[config.mk]
export PLATFORM = sky130hd
export DESIGN_NAME = bridge_arbiter_2m
export DESIGN_NICKNAME = d
export VERILOG_FILES = /design/src/rtl/bridge_arbiter_2m.sv
export SDC_FILE = /design/constraint.sdc
export NUM_CORES = 1
export LEC_CHECK = 0
export ABC_AREA = 1
export CELL_PAD_IN_SITES_DETAIL_PLACEMENT = 1
export CELL_PAD_IN_SITES_GLOBAL_PLACEMENT = 1
export CORE_AREA = 2 2 39 41
export DETAILED_ROUTE_END_ITERATION = 8
export DIE_AREA = 0 0 41 43
export PLACE_DENSITY_LB_ADDON = 0.1
export SLEW_MARGIN = 0
export SYNTH_ARGS = -nofsm -noshare
export SYNTH_HDL_FRONTEND = slang
export SYNTH_SLANG_ARGS = --single-unit
[constraint.sdc]
create_clock -name clk -period 3.15 [get_ports clk]
set_input_delay 0.63 -clock clk [delete_from_list [all_inputs] [get_ports clk]]
set_output_delay 0.63 -clock clk [all_outputs]
set_load 0.005 [all_outputs]
[src/rtl/bridge_arbiter_2m.sv]
// bridge_arbiter_2m: round-robin arbiter for two sides sharing one bus bridge; ports clk, rst, req_a/req_b in, done in, grant_a/grant_b/busy/owner/abort/timeout out; optional watchdog via ARB_TIMEOUT_EN
module bridge_arbiter_2m #(
  parameter int TIMEOUT = 4096
) (
  input  logic clk,
  input  logic rst,
  input  logic req_a,
  input  logic req_b,
  input  logic done,
  output logic grant_a,
  output logic grant_b,
  output logic busy,
  output logic owner,
  output logic abort,
  output logic timeout
);
  typedef enum logic [1:0] {IDLE, GRANT_A, GRANT_B, RELEASE} state_t;
  state_t state, nxt;
  logic prio, held, req_own, expired, pick_b;
  if (TIMEOUT < 2 || TIMEOUT > 65535) begin : g_bad_timeout
    $error("TIMEOUT out of range");
  end
  assign held = state == GRANT_A || state == GRANT_B;
  assign req_own = state == GRANT_B ? req_b : req_a;
  assign pick_b = req_b && (!req_a || prio);
  assign grant_a = state == GRANT_A;
  assign grant_b = state == GRANT_B;
  assign busy = grant_a || grant_b;
`ifdef ARB_TIMEOUT_EN
  logic [15:0] cnt;
  logic timeout_q;
  assign expired = cnt == 16'(TIMEOUT - 1);
  assign timeout = timeout_q;
  always_ff @(posedge clk) begin
    if (rst) begin
      cnt <= '0;
      timeout_q <= 1'b0;
    end else begin
      cnt <= held ? cnt + 16'd1 : 16'd0;
      timeout_q <= held && !done && req_own && expired;
    end
  end
`else
  assign expired = 1'b0;
  assign timeout = 1'b0;
`endif
  always_comb begin
    nxt = state;
    if (held) nxt = (done || !req_own || expired) ? RELEASE : state;
    else nxt = pick_b ? GRANT_B : req_a ? GRANT_A : IDLE;
  end
  always_ff @(posedge clk) begin
    if (rst) begin
      state <= IDLE;
      prio <= 1'b0;
      owner <= 1'b0;
      abort <= 1'b0;
    end else begin
      state <= nxt;
      abort <= held && !done && !req_own;
      if (held && nxt == RELEASE) prio <= state == GRANT_A;
      if (nxt == GRANT_A) owner <= 1'b0;
      else if (nxt == GRANT_B) owner <= 1'b1;
    end
  end
endmodule
==> summary.txt <==
Status
  – Outcome: completed

Die
  – Starting Density: about 22%
  – Core area: approximately 1400 µm²
  – Std-Cell Rows: 14
  – Die height: about 43 µm
  – Die ar.: 1760 µm²
  – IO Count: 11
  – Width of the die: 41 µm

Power and ir drop
  – P_sw: 0.177 mW
  – Pleak: between 0.2 and 0.25 nW
  – Internal: between 0.2 and 0.3 mW
  – Sequential Power Share: roughly 23%
  – Net Sw Frac: 40.8%
  – Clk pwr share: 17.1%
  – Power Density: about 1000 nW/µm²
  – Combinational Power Share: just under 60%
  – Total power: about 0.43 mW
  – VDD IR max: around 270 µV

Global routing
  – Gr usage total: 9.65%
  – Antenna violations before repair: 0
  – First-pass GRT wire length: ~1.1 mm
  – Vias in the first global route: between 200 and 300
  – Gr ovfl total: 0
  – Pin count of the biggest net entering global routing: 5

Clocking
  – Sink Count: 5
  – Clock latency on the worst-skew pair: around 240 ps
  – Root buffer cell: clkbuf_4
  – CTS Hold Bufs: 0
  – Deepest clock path buffer count: 2
  – Num CTS Buffers: 3
  – Setup bufs post-CTS: 0
  – CTS tree: done
  – Worst-path clk slew: ~40 ps
  – H-tree Lvls: 1
  – Post-CTS sizing: 0

Yosys
  – Synth area leaders: dfxtp_1 (33%), nand2_1 (15%), inv_1 (11%)
  – Post-Synth XOR/XNOR Area: 0%
  – Synth area leader: dfxtp_1
  – Count of cell types in the netlist: 12
  – Yosys warnings: 0
  – Post-synth EDFFs: 0
  – Register bit total from synthesis: 5
  – Mapped Area: ~300 µm²
  – Post-Synth Adder-Cell Area: 8.20%
  – Most instantiated cells after synthesis: nand2_1 (12), inv_1 (9), nor2_1 (7), dfxtp_1 (5), nand2_2 (4)
  – Sequential cell area fraction in the yosys report: 32.8%
  – Top-count cell post-synth: nand2_1
  – Async S/R FF share, synth: 0%
  – Synth top area share: roughly 33%
  – Post-Syn Nets: 56
  – Largest family of logic cells by synthesized area: simple AND/OR/NAND/NOR gates
  – Mux cell area share after synthesis: 0%
  – Compound-Gate Fraction of Synth Area: slightly below 5%
  – Synth Instances: 49
  – Syn_area_per_cell: just over 6 µm²
  – Post-Synth Simple-Gate Area: 38.1%
  – Primary FF master, synth: dfxtp_1

Worst setup path
  – CP max-delay cell: clkdlybuf4s50_1
  – WP data required: around 2500 ps
  – Crit path largest cell delay: a little under 500 ps
  – Crit Path Category: flip-flop to primary output
  – Crit path DAT: 1550 ps
  – CP Launch Type: flip-flop
  – Worst-path cell chain: inv_1, ha_1, inv_2, clkdlybuf4s50_1
  – Max Fanout on Critical Path: 4
  – Nature of the critical path endpoint: primary output

Finish
  – Total Nets Final: 69
  – Antenna cells: 0
  – Layout area overhead: 42.2%
  – Fillers: roughly 190
  – Share of layout cells above drive strength 1: a little over an eighth

STA
  – Setup Total Neg Slack: 0 ps
  – Fin crit share: 69.3%
  – Fin. max-slew vios: 0
  – Final worst path period need: roughly 2200 ps
  – Fmax: around 0.46 GHz
  – Worst clock skew: between 3 and 4 ps
  – Final hold violations: 0
  – Final setup vio count: 0
  – Setup repair after global routing missed its margin: no

Detailed routing
  – Via density: around 4.0
  – Drt total wl: about 680 µm
  – Detailed Route Iter0 Violations: 2
  – Final ANT Viol Nets: 0
  – Via count: between 300 and 400
  – # DRC: 0
  – 1st-pass router iterations: 2
  – DR WL/cell: ~8.8 µm

Place
  – Port Buffers: 9
  – RD Place Congestion: 0.682
  – Post-DP HPWL: 601 µm

Worst hold path
  – Worst min-delay path class: flip-flop to flip-flop

Run
  – Max-Cap Viols: 0
==> sequential cells by signal, summed over array words and instances, names as in the netlist <==
signal / flops
prio: 1
state: 2
owner: 1
abort: 1
==> final timing paths <==
check | from | end | slack [ps] | depth (start not counted)
setup / recovery | state[0] | busy | 970 | 4
setup reg to reg | state[0] | owner | 1700 | 10
hold reg to reg | owner | owner | 470 | 2
hold / removal | owner | owner | 470 | 2
==> cells by family (layout without fill, tap and decap cells) <==
kind of cell | after synthesis | count (layout)
flops | 5 | 5
fa+ha+maj | 2 | 2
buf+inv | 11 | 23
other cells | 1 | 1
compound gates | 3 | 3
simple gates | 27 | 27
==> critical path, delay by kind of cell (launching register included) <==
family     cells  cell delay (ps)
flops          1              350
fa+ha+maj      1              340
buf+inv        3              630
==> power groups by stage <==
stage                     logic [mW]  registers (mW)  clock network (mW)
final                          0.258           0.101              0.0741
after global routing           0.300           0.103              0.0822
after CTS                      0.267           0.101              0.0797
after detailed placement       0.265           0.102                   0
after global placement         0.264           0.102                   0
after floorplan                0.167          0.0997                   0
==> metal layers <==
metal | part of all wire, % | wire length, µm | global-route usage (%)
met5 | 0 | 0 | 0
met4 | 0 | 0 | 10.0
met3 | 3.2 | 22 | 1.57
met2 | 47 | 319 | 13.1
met1 | 50 | 336 | 11.6
==> stage by stage <==
stage / instances / setup WS [ps] / cell area (µm²) / hold WS (ps) / utilization [%]
2_1_floorplan: 49 / 1740 / 305 / 452 / -
3_3_place_gp: 73 / 1230 / 408 / 465 / 29.5
3_5_place_dp: 73 / 1220 / 408 / 468 / 29.5
4_1_cts: 77 / 945 / 434 / 478 / 31.4
5_1_grt: 77 / 886 / 434 / 523 / 31.4
6_report: 77 / 965 / 434 / 471 / 31.4
==> final cells by class <==
type	instances	area (µm²)	share of cell area [%]
clock buffer	4	26.3	6.05
inverter	10	37.5	8.65
multi-input combinational	33	160	36.9
sequential	5	100	23.1
tap	16	20.0	4.61
timing repair buffer	9	90.1	20.7
==> layout by cell type (no fill, tap or decap) <==
cell,count
clkdlybuf4s50_1,9
conb_1,1
inv_2,1
nor3_1,1
clkbuf_1,1
dfxtp_1,5
nor2_1,7
clkbuf_4,3
nand2_2,4
nand2_1,12
ha_1,2
nand3_1,3
inv_1,9
a21oi_1,3
No activity file was read; power rests on OpenSTA's default activity.
